--- src/rtl/muldiv_unit_if.sv ---
// Core-side request/response bundle for the iterative multiply/divide unit.
// The core drives start/op/operands/flush; the unit answers with busy/done/result.
interface muldiv_unit_if #(
    parameter int WIDTH = 32
);
    logic             start;
    logic [2:0]       op;
    logic [WIDTH-1:0] a;
    logic [WIDTH-1:0] b;
    logic             flush;
    logic             busy;
    logic             done;
    logic [WIDTH-1:0] result;

    modport master (
        output start, op, a, b, flush,
        input  busy, done, result
    );

    modport slave (
        input  start, op, a, b, flush,
        output busy, done, result
    );
endinterface

--- src/rtl/muldiv_unit.sv ---
// Iterative RV32M mul/div: shift-add multiply, restoring divide, one bit per cycle.
// Latency WIDTH+1 cycles to done (1 on div-by-zero/overflow); start is ignored while busy, flush aborts.
module muldiv_unit #(
    parameter int WIDTH = 32
) (
    input  logic         clk,
    input  logic         rst,
    muldiv_unit_if.slave bus
);
    localparam int CNT_W = $clog2(WIDTH) + 1;
    localparam logic [CNT_W-1:0] LAST = CNT_W'(WIDTH - 1);

    typedef enum logic [1:0] {
        S_IDLE,
        S_RUN,
        S_DONE
    } state_t;

    state_t             state_q, state_d;
    logic [CNT_W-1:0]   cnt_q, cnt_d;
    logic [2:0]         op_q, op_d;
    logic [WIDTH-1:0]   mb_q, mb_d;
    logic [2*WIDTH-1:0] acc_q, acc_d;
    logic               neg_q, neg_d;
    logic [WIDTH-1:0]   result_q, result_d;

    // Operand decode at capture time
    logic             a_sgn, b_sgn, a_neg, b_neg, res_neg;
    logic             div_zero, div_ovf;
    logic [WIDTH-1:0] a_mag, b_mag, fast_res;

    always_comb begin
        a_sgn    = (bus.op == 3'b001) | (bus.op == 3'b010) | (bus.op[2] & ~bus.op[0]);
        b_sgn    = (bus.op == 3'b001) | (bus.op[2] & ~bus.op[0]);
        a_neg    = a_sgn & bus.a[WIDTH-1];
        b_neg    = b_sgn & bus.b[WIDTH-1];
        a_mag    = a_neg ? -bus.a : bus.a;
        b_mag    = b_neg ? -bus.b : bus.b;
        // Remainder follows the dividend; everything else follows the product/quotient sign.
        res_neg  = (bus.op[2] & bus.op[1]) ? a_neg : (a_neg ^ b_neg);
        div_zero = bus.op[2] & (bus.b == '0);
        div_ovf  = bus.op[2] & ~bus.op[0] & (&bus.b) &
                   (bus.a == {1'b1, {(WIDTH-1){1'b0}}});
        if (div_zero) begin
            fast_res = bus.op[1] ? bus.a : '1;
        end else begin
            fast_res = bus.op[1] ? '0 : bus.a;
        end
    end

    // One radix-2 step on the shared accumulator {hi, lo}
    logic [WIDTH:0]     mul_sum, div_trial;
    logic [2*WIDTH-1:0] mul_next, div_next, step;

    always_comb begin
        mul_sum   = {1'b0, acc_q[2*WIDTH-1:WIDTH]} + {1'b0, mb_q};
        mul_next  = acc_q[0] ? {mul_sum, acc_q[WIDTH-1:1]}
                             : {1'b0, acc_q[2*WIDTH-1:1]};
        div_trial = acc_q[2*WIDTH-1:WIDTH-1] - {1'b0, mb_q};
        div_next  = div_trial[WIDTH] ? {acc_q[2*WIDTH-2:0], 1'b0}
                                     : {div_trial[WIDTH-1:0], acc_q[WIDTH-2:0], 1'b1};
        step      = op_q[2] ? div_next : mul_next;
    end

    // Sign fix-up applied to the value produced by the final step
    logic [2*WIDTH-1:0] prod_s;
    logic [WIDTH-1:0]   quo, rem, fin;

    always_comb begin
        prod_s = neg_q ? -step : step;
        quo    = step[WIDTH-1:0];
        rem    = step[2*WIDTH-1:WIDTH];
        if (op_q[2]) begin
            if (op_q[1]) begin
                fin = neg_q ? -rem : rem;
            end else begin
                fin = neg_q ? -quo : quo;
            end
        end else begin
            fin = (op_q[1:0] == 2'b00) ? prod_s[WIDTH-1:0] : prod_s[2*WIDTH-1:WIDTH];
        end
    end

    always_comb begin
        state_d  = state_q;
        cnt_d    = cnt_q;
        op_d     = op_q;
        mb_d     = mb_q;
        acc_d    = acc_q;
        neg_d    = neg_q;
        result_d = result_q;

        if (bus.flush) begin
            state_d = S_IDLE;
            cnt_d   = '0;
        end else if (state_q == S_RUN) begin
            acc_d = step;
            cnt_d = cnt_q + CNT_W'(1);
            if (cnt_q == LAST) begin
                state_d  = S_DONE;
                cnt_d    = '0;
                result_d = fin;
            end
        end else if (bus.start) begin
            op_d  = bus.op;
            mb_d  = b_mag;
            acc_d = {{WIDTH{1'b0}}, a_mag};
            neg_d = res_neg;
            cnt_d = '0;
            if (div_zero | div_ovf) begin
                state_d  = S_DONE;
                result_d = fast_res;
            end else begin
                state_d = S_RUN;
            end
        end else begin
            state_d = S_IDLE;
        end
    end

    always_ff @(posedge clk or negedge rst) begin
        if (!rst) begin
            state_q  <= S_IDLE;
            cnt_q    <= '0;
            op_q     <= '0;
            mb_q     <= '0;
            acc_q    <= '0;
            neg_q    <= 1'b0;
            result_q <= '0;
        end else begin
            state_q  <= state_d;
            cnt_q    <= cnt_d;
            op_q     <= op_d;
            mb_q     <= mb_d;
            acc_q    <= acc_d;
            neg_q    <= neg_d;
            result_q <= result_d;
        end
    end

    assign bus.busy   = (state_q == S_RUN);
    assign bus.done   = (state_q == S_DONE);
    assign bus.result = result_q;
endmodule

--- src/flat_wrapper.sv ---
// flat-port wrapper written by rule: the top's interface ports become plain ports
module muldiv_unit_flat 
#(
    parameter int WIDTH = 32
)
  (clk, rst, bus_start, bus_op, bus_a, bus_b, bus_flush, bus_busy, bus_done, bus_result);
  muldiv_unit_if #(.WIDTH(WIDTH)) bus_i ();
  input  logic clk;
  input  logic rst;
  input wire logic [$bits(bus_i.start)-1:0] bus_start;
  input wire logic [$bits(bus_i.op)-1:0] bus_op;
  input wire logic [$bits(bus_i.a)-1:0] bus_a;
  input wire logic [$bits(bus_i.b)-1:0] bus_b;
  input wire logic [$bits(bus_i.flush)-1:0] bus_flush;
  output wire logic [$bits(bus_i.busy)-1:0] bus_busy;
  output wire logic [$bits(bus_i.done)-1:0] bus_done;
  output wire logic [$bits(bus_i.result)-1:0] bus_result;
  assign bus_i.start = bus_start;
  assign bus_i.op = bus_op;
  assign bus_i.a = bus_a;
  assign bus_i.b = bus_b;
  assign bus_i.flush = bus_flush;
  assign bus_busy = bus_i.busy;
  assign bus_done = bus_i.done;
  assign bus_result = bus_i.result;
  muldiv_unit #(.WIDTH(WIDTH)) u_core (.clk(clk), .rst(rst), .bus(bus_i));
endmodule
--- config.mk ---
export PLATFORM = sky130hd
export DESIGN_NAME = muldiv_unit_flat
export DESIGN_NICKNAME = d
export VERILOG_FILES = /design/src/rtl/muldiv_unit_if.sv /design/src/rtl/muldiv_unit.sv /design/src/flat_wrapper.sv
export SDC_FILE = /design/constraint.sdc
export NUM_CORES = 1
export LEC_CHECK = 0
export BUFFER_PORTS_ARGS = -buffer_cell sky130_fd_sc_hd__clkbuf_2
export CAP_MARGIN = 20
export CELL_PAD_IN_SITES_DETAIL_PLACEMENT = 0
export CELL_PAD_IN_SITES_GLOBAL_PLACEMENT = 2
export CORE_UTILIZATION = 40
export DETAILED_ROUTE_END_ITERATION = 8
export GPL_TIMING_DRIVEN = 0
export PLACE_DENSITY = 0.87
export SYNTH_ARGS = -nofsm -noshare
export SYNTH_HDL_FRONTEND = slang
export SYNTH_SLANG_ARGS = --single-unit
--- constraint.sdc ---
create_clock -name clk -period 14.7 [get_ports clk]
set_input_delay 2.94 -clock clk [delete_from_list [all_inputs] [get_ports clk]]
set_output_delay 2.94 -clock clk [all_outputs]
set_load 0.05 [all_outputs]
==> flow_metrics.env, run 1 <==
export IMPL_status="finished, final reports clean"
export IMPL_synth_edf_count=0
export IMPL_yosysMostFrequentCell="nand2_1"
export IMPL_synthesis_nets=2296
export IMPL_cts_tree="built"
export IMPL_row_count=72
export IMPL_die_w_um=201.0
export IMPL_ctsHtreeMaxLevel=4
export IMPL_synth_cell_area_mm2=0.01584
export IMPL_grt_max_degree=102
export IMPL_dpl_cell_area_mm2=0.01705
export IMPL_worstSkewPairLatency_ns=0.46
export IMPL_synth_commonest_cells="271 x nand2_1, 255 x o21ai_0, 198 x a21oi_1"
export IMPL_drive_gt1_share_pct=9.563
export IMPL_ctsResizeCount=0
export IMPL_synth_cell_types=109
export IMPL_crit_arrival_ns=7.80
export IMPL_ys_top_cells_by_area="dfrtp_1 22%, o21ai_0 8.1%, nand2_1 6.4%"
export IMPL_cp_data_required_time_ns=15.02
export IMPL_grt_pass1_wl_um=109200
export IMPL_core_area_mm2=0.03883
export IMPL_clock_sinks=140
export IMPL_detail_route_antenna_nets=0
export IMPL_reg2reg_depth=22
export IMPL_cp_endpoint="u_core.bus.result[19]$_DFFE_PN0P_"
export IMPL_stdcell_area_mm2=0.01763
export IMPL_start_util_pct=40.79
export IMPL_clk_pin_slew_ns=0.06
export IMPL_grt_ovfl_total=0
export IMPL_clockBufferDepth=2
export IMPL_rsz0062_at_grt="false"
export IMPL_area_growth_pct=11.34
export IMPL_synth_top_cell_area_share_pct=22.12
export IMPL_vias=17884
export IMPL_final_hold_violation_count=0
export IMPL_r2r_slack_ns=7.88
export IMPL_drt_initial_drc_count=1944
export IMPL_hp_class="flop to flop"
export IMPL_r2r_start="u_core.acc_q[31]$_DFFE_PN0P_"
export IMPL_period_share_pct=50.89
export IMPL_cts_buffers=17
export IMPL_cp_max_fo=10
export IMPL_ctsHoldBuffers=0
export IMPL_vias_per_cell=6.367
export IMPL_grt_pass1_vias=16632
export IMPL_detailed_place_hpwl_um=59820
export IMPL_synth_seq_cells=140
export IMPL_setup_viol=0
export IMPL_async_flop_share_pct=100.0
export IMPL_timing_worst_setup_path_type="primary input to flop"
export IMPL_final_seq_area_mm2=0.003503
export IMPL_io_buffers=102
export IMPL_crit_path_end_kind="flop"
export IMPL_drv_slew=0
export IMPL_fin_skew_ns=0.01180
export IMPL_syn_area_per_cell_um2=7.357
export IMPL_antenna_found_initial=3
export IMPL_ys_seq_area_share_pct=22.12
export IMPL_yosys_most_used_dff="dfrtp_1"
export IMPL_power_per_cell_area_mw_per_mm2=223.5
export IMPL_post_cts_buffers=0
export IMPL_die_area_mm2=0.04040
export IMPL_dr_pass1_iters=5
export IMPL_synth_cells=2153
export IMPL_leakagePower_nw=7.188
export IMPL_die_h_um=201.0
export IMPL_ys_warn_count=0
export IMPL_post_route_min_period_ns=7.480
export IMPL_netlist_top_cell_by_area="dfrtp_1"
export IMPL_nets=2422
export IMPL_startpoint_type="primary input"
export IMPL_num_fill_cells=4093
export IMPL_multi_input_area_mm2=0.01154
export IMPL_drc_errors=0
export IMPL_cts_root_buf="clkbuf_16"
export IMPL_fin_setup_tns_ns=0
export IMPL_critPathLaunch="bus_a[2]"
export IMPL_vdd_drop_max_mv=0.1059
export IMPL_max_freq_mhz=133.7
export IMPL_slew_limit_headroom_pct=20.09
export IMPL_grt_usage_pct=36.28
export IMPL_worst_slew_pin_slew_ns=1.168
export IMPL_wl_per_cell_um=26.34
export IMPL_io_pin_count=105
export IMPL_timing_max_cap_violations=0
export IMPL_drt_wl_total_um=74000
export IMPL_place_congestion=1.005
export IMPL_r2r_end="u_core.bus.result[26]$_DFFE_PN0P_"
[kinds of logic after synthesis]
group	count (synthesis)	synth area share (%)
compound gates	769	31.13
flops	140	22.12
buf+inv	198	5.040
mux	44	2.947
xor+xnor	165	9.124
fa+ha+maj	86	6.667
simple gates	751	22.97
[critical path, cell delays in order]
cell      delay, ns
clkbuf_1       0.22
nor4_1         0.42
nand3b_1       0.23
or4_1          0.57
nor4_2         0.43
and3_1         0.44
and3_1         0.28
nor2_1         0.09
a211o_1        0.63
nor2_1         0.74
o21ai_0        0.24
a221oi_1       0.47
nor2_1         0.08
[worst min path at each step]
stage	start	end	slack, ns	cells past startpoint
floorplan	u_core.cnt_q[2]$_DFFE_PN0P_	u_core.cnt_q[2]$_DFFE_PN0P_	0.46	1
global route	u_core.bus.result[9]$_DFFE_PN0P_	u_core.bus.result[9]$_DFFE_PN0P_	0.49	2
global placement	u_core.bus.result[9]$_DFFE_PN0P_	u_core.bus.result[9]$_DFFE_PN0P_	0.45	2
detailed placement	u_core.bus.result[9]$_DFFE_PN0P_	u_core.bus.result[9]$_DFFE_PN0P_	0.45	2
finish	u_core.bus.result[9]$_DFFE_PN0P_	u_core.bus.result[9]$_DFFE_PN0P_	0.46	2
CTS	u_core.bus.result[9]$_DFFE_PN0P_	u_core.bus.result[9]$_DFFE_PN0P_	0.47	2
[layout make-up]
class	count	area share, %
antenna	1	0.01419
buffer	126	2.994
clock buffer	20	2.533
clock inverter	10	0.6811
inverter	72	1.533
multi-input combinational	1815	65.43
sequential	140	19.87
tap	518	3.675
timing repair buffer	107	3.271
[report_power, final]
| group | internal, mW | switching (mW) | leakage [nW] |
|---|---|---|---|
| clock network | 0.252 | 0.185 | 0.260 |
| registers | 0.501 | 0.181 | 1.77 |
| logic | 0.924 | 1.90 | 5.15 |
[registers in the layout (all words and copies together) (netlist names)]
name and cells:
u_core.bus.result 32, u_core.acc_q 64, u_core.mb_q 32, u_core.state_q 2, u_core.neg_q 1, u_core.op_q 3, u_core.cnt_q 6
[per-stage QoR]
| step | setup WS, ns | cells | total power [mW] | hold slack [ns] | utilization (%) |
|---|---|---|---|---|---|
| finish | 7.220 | 2809 | 3.942 | 0.4633 | 45.42 |
| global route | 6.911 | 2808 | 4.174 | 0.4883 | 45.41 |
| CTS | 7.400 | 2807 | 3.861 | 0.4681 | 45.38 |
| detailed placement | 6.908 | 2777 | 3.414 | 0.4549 | 43.92 |
| global placement | 6.622 | 2773 | 3.402 | 0.4527 | 43.78 |
| floorplan | 8.487 | 2153 | 2.544 | 0.4649 | - |
[layout by cell type, fill, tap and decap left out, types with 9 or more instances in the layout]
cell / count
nand2_1: 271
o21ai_0: 255
a21oi_1: 198
nor2_1: 162
dfrtp_1: 140
clkbuf_1: 102
clkbuf_2: 101
xnor2_1: 100
inv_1: 70
ha_1: 70
xor2_1: 65
nor3_1: 61
nand3_1: 49
a31oi_1: 34
nand4_1: 33
mux2i_1: 32
a21o_1: 30
o31ai_1: 29
nand2b_1: 23
and3_1: 23
or3_1: 23
nor2b_1: 22
a211oi_1: 20
o211ai_1: 18
o21a_1: 17
clkbuf_16: 17
a22o_1: 16
nor4_1: 14
maj3_1: 14
mux2_2: 11
buf_1: 11
buf_2: 10
o21bai_1: 10
o21ai_1: 10
nor3b_1: 9
and2_1: 9
[per-layer routing]
metal | wire, µm | part of all wire (%) | vias up | track usage [%]
met5 | 24 | 0.032 | - | 0
li1 | - | - | 8161 | -
met2 | 30890 | 42 | 848 | 52.95
met1 | 33360 | 45 | 8753 | 50.98
met3 | 7797 | 11 | 118 | 11.36
met4 | 1936 | 2.6 | 4 | 10.01
Power figures use the tool's default switching activity.
==> run 2: changes to the inputs <==
--- a/config.mk
+++ b/config.mk
@@ -5,14 +5,15 @@
 export SDC_FILE = /design/constraint.sdc
 export NUM_CORES = 1
 export LEC_CHECK = 0
+export ABC_AREA = 1
 export BUFFER_PORTS_ARGS = -buffer_cell sky130_fd_sc_hd__clkbuf_2
 export CAP_MARGIN = 20
 export CELL_PAD_IN_SITES_DETAIL_PLACEMENT = 0
 export CELL_PAD_IN_SITES_GLOBAL_PLACEMENT = 2
-export CORE_UTILIZATION = 40
+export CORE_UTILIZATION = 33
 export DETAILED_ROUTE_END_ITERATION = 8
 export GPL_TIMING_DRIVEN = 0
-export PLACE_DENSITY = 0.87
+export PLACE_DENSITY = 0.8
 export SYNTH_ARGS = -nofsm -noshare
 export SYNTH_HDL_FRONTEND = slang
 export SYNTH_SLANG_ARGS = --single-unit
==> constraint.sdc (replaced) <==
create_clock -name clk -period 7.57 [get_ports clk]
set_input_delay 1.514 -clock clk [delete_from_list [all_inputs] [get_ports clk]]
set_output_delay 1.514 -clock clk [all_outputs]
set_load 0.05 [all_outputs]
==> run 2 against run 1 <==
  * The flow now finishes with violations (design-rule violations)
  * Via count increased by 20%
  * Sequential power grew 89%
  * Largest cell class unchanged
  * Clock-buffer cell count unchanged
  * Design area up 12%
  * Highest routed layer is now met4
  * Area after synthesis increased by 12%
  * Routed wire length grew 25%
  * Total power rose by 100%
==> flow_metrics.env, run 2 <==
export IMPL_async_flop_share_pct=100.0
export IMPL_vdd_drop_max_mv=0.2396
export IMPL_fin_skew_ns=0.01856
export IMPL_io_buffers=103
export IMPL_vias=21453
export IMPL_cp_slowest_stage_delay_ns=0.55
export IMPL_die_area_mm2=0.05484
export IMPL_synth_seq_cells=140
export IMPL_io_pin_count=105
export IMPL_clockBufferDepth=2
export IMPL_synth_cell_area_mm2=0.01779
export IMPL_violations="design-rule violations"
export IMPL_synth_cells=3141
export IMPL_clk_pin_slew_ns=0.07
export IMPL_cts_root_buf="clkbuf_16"
export IMPL_grt_pass1_wl_um=133900
export IMPL_power_per_cell_area_mw_per_mm2=408.5
export IMPL_nets=3407
export IMPL_die_w_um=234.2
export IMPL_fin_setup_tns_ns=0
export IMPL_final_cell_mix="962 x nand2_1, 425 x inv_1, 333 x nor2_1"
export IMPL_cp_max_fo=10
export IMPL_syn_area_per_cell_um2=5.664
export IMPL_cts_tree="built"
export IMPL_crit_path_end_kind="flop"
export IMPL_grt_pass1_vias=19997
export IMPL_netlist_top_cell_by_area="nand2_1"
export IMPL_post_route_min_period_ns=5.471
export IMPL_yosys_most_used_dff="dfrtp_1"
export IMPL_status="finished, violations left"
export IMPL_hp_class="flop to flop"
export IMPL_synth_cell_types=49
export IMPL_final_hold_violation_count=0
export IMPL_core_area_mm2=0.05287
export IMPL_synth_commonest_cells="962 x nand2_1, 425 x inv_1, 333 x nor2_1"
export IMPL_post_cts_buffers=0
export IMPL_rsz0062_at_grt="false"
export IMPL_ctsHtreeMaxLevel=4
export IMPL_yosysMostFrequentCell="nand2_1"
export IMPL_ys_warn_count=0
export IMPL_grt_max_degree=99
export IMPL_cp_data_required_time_ns=7.96
export IMPL_clock_sinks=140
export IMPL_ys_top_cells_by_area="nand2_1 20%, dfrtp_1 20%, inv_1 9.0%"
export IMPL_drive_gt1_share_pct=7.965
export IMPL_antenna_found_initial=4
export IMPL_ys_seq_area_share_pct=19.69
export IMPL_start_util_pct=33.65
export IMPL_slowest_stage="xor2_1"
export IMPL_ctsResizeCount=0
export IMPL_synth_edf_count=0
export IMPL_crit_arrival_ns=5.86
export IMPL_startpoint_type="flop"
export IMPL_row_count=84
export IMPL_grt_ovfl_total=0
export IMPL_timing_max_cap_violations=0
export IMPL_layout_commonest_cell="nand2_1"
export IMPL_max_freq_mhz=182.8
export IMPL_drt_wl_total_um=92590
export IMPL_detail_route_antenna_nets=0
export IMPL_wl_per_cell_um=23.34
export IMPL_place_congestion=1.026
export IMPL_slew_limit_headroom_pct=22.91
export IMPL_grt_usage_pct=33.98
export IMPL_ctsHoldBuffers=0
export IMPL_cp_common_cell="nand2_1"
export IMPL_cts_buffers=17
export IMPL_synth_top_cell_area_share_pct=20.30
export IMPL_leakagePower_nw=10.37
export IMPL_worst_slew_pin_slew_ns=1.144
export IMPL_drv_slew=0
export IMPL_setup_viol=0
export IMPL_area_growth_pct=11.11
export IMPL_detailed_place_hpwl_um=77430
export IMPL_period_share_pct=72.27
export IMPL_drt_initial_drc_count=2481
export IMPL_vias_per_cell=5.408
export IMPL_drc_errors=2
export IMPL_dr_pass1_iters=7
export IMPL_largest_reg_flops=64
export IMPL_die_h_um=234.2
export IMPL_top_register="u_core.acc_q"
export IMPL_worstSkewPairLatency_ns=0.50
export IMPL_timing_worst_setup_path_type="flop to flop"
export IMPL_total_power_mw=8.075
export IMPL_synthesis_nets=3284
run 2: cell count changes in the layout (fill, tap and decap cells not counted), moves of 26 or more:
cell	before	now
inv_1	70	425
nand3_1	49	248
o22ai_1	7	41
mux2i_1	32	0
nor2_1	162	333
nand2_1	271	962
clkbuf_1	102	76
nand2_2	0	41
a21o_1	30	3
o21ai_0	255	229
xnor2_1	100	22
run 2: layer usage:
metal  track usage [%]  part of all wire (%)  vias up
met5                 0                     0        -
met1             50.86                    48    10151
met2             49.06                    41      867
li1                  -                     -    10353
met3             6.931                   9.0       82
met4             7.772                   1.8        0
run 2: report_power, final:
part	internal, mW	total (mW)	switching, mW
clock	0.444	0.840	0.395
sequential	0.984	1.29	0.303
combinational	1.60	5.95	4.34
run 2: layout make-up:
type / count / area, µm²
repair buffers: 104 / 551.8
diodes: 2 / 5.005
flip-flops and latches: 140 / 3503
clock inverters: 12 / 102.6
multi-input cells: 2448 / 12130
well taps: 688 / 860.8
plain buffers: 113 / 504.2
fillers: 6056 / 33100
clock buffers: 20 / 456.7
inverters: 440 / 1652
run 2: cell families (layout without fill, tap and decap cells):
logic type               Yosys count  in the layout  share of synthesized area [%]
AND/OR/NAND/NOR                 1732           1732                          41.44
buffers and inverters            553            689                          12.12
AO/OA/AOI/OAI                    545            545                          16.73
flip-flops                       140            140                          19.69
XOR/XNOR                          99             99                          4.874
adder cells (fa/ha/maj)           72             72                          5.148
other                              0              2                              0
run 2: critical path, delay by kind of cell (launching register included):
family	cells	cell delay (ns)
AOI/OAI and AO/OA	4	0.82
adders and majority gates	2	0.55
buffers and inverters	3	0.47
xor gates and xnor gates	1	0.55
DFF	1	0.46
and+or+nand+nor	17	2.50
run 2: worst paths after layout:
kind                                                     end                               from  cells past startpoint  slack, ns
setup / recovery           u_core.bus.result[24]$_DFFE_PN0P_        u_core.mb_q[24]$_DFFE_PN0P_                     27       2.10
hold / removal             u_core.bus.result[12]$_DFFE_PN0P_  u_core.bus.result[12]$_DFFE_PN0P_                      2       0.48
setup reg to reg           u_core.bus.result[24]$_DFFE_PN0P_        u_core.mb_q[24]$_DFFE_PN0P_                     27       2.10
hold reg to reg            u_core.bus.result[12]$_DFFE_PN0P_  u_core.bus.result[12]$_DFFE_PN0P_                      2       0.48
max in group asynchronous        u_core.mb_q[12]$_DFFE_PN0P_                                rst                      2       5.68
min in group asynchronous  u_core.bus.result[30]$_DFFE_PN0P_                                rst                      1       0.95
run 2: stage by stage:
step	std cells	area, µm²	utilization (%)	setup slack, ns	hold slack (ns)
global placement	3932	19170	36.25	2.340	0.4656
detailed placement	3933	19200	36.32	2.335	0.4684
floorplan	3141	17790	-	3.753	0.4750
finish	3967	19770	37.39	2.099	0.4767
global route	3965	19760	37.38	1.692	0.5015
CTS	3965	19760	37.38	2.316	0.4853
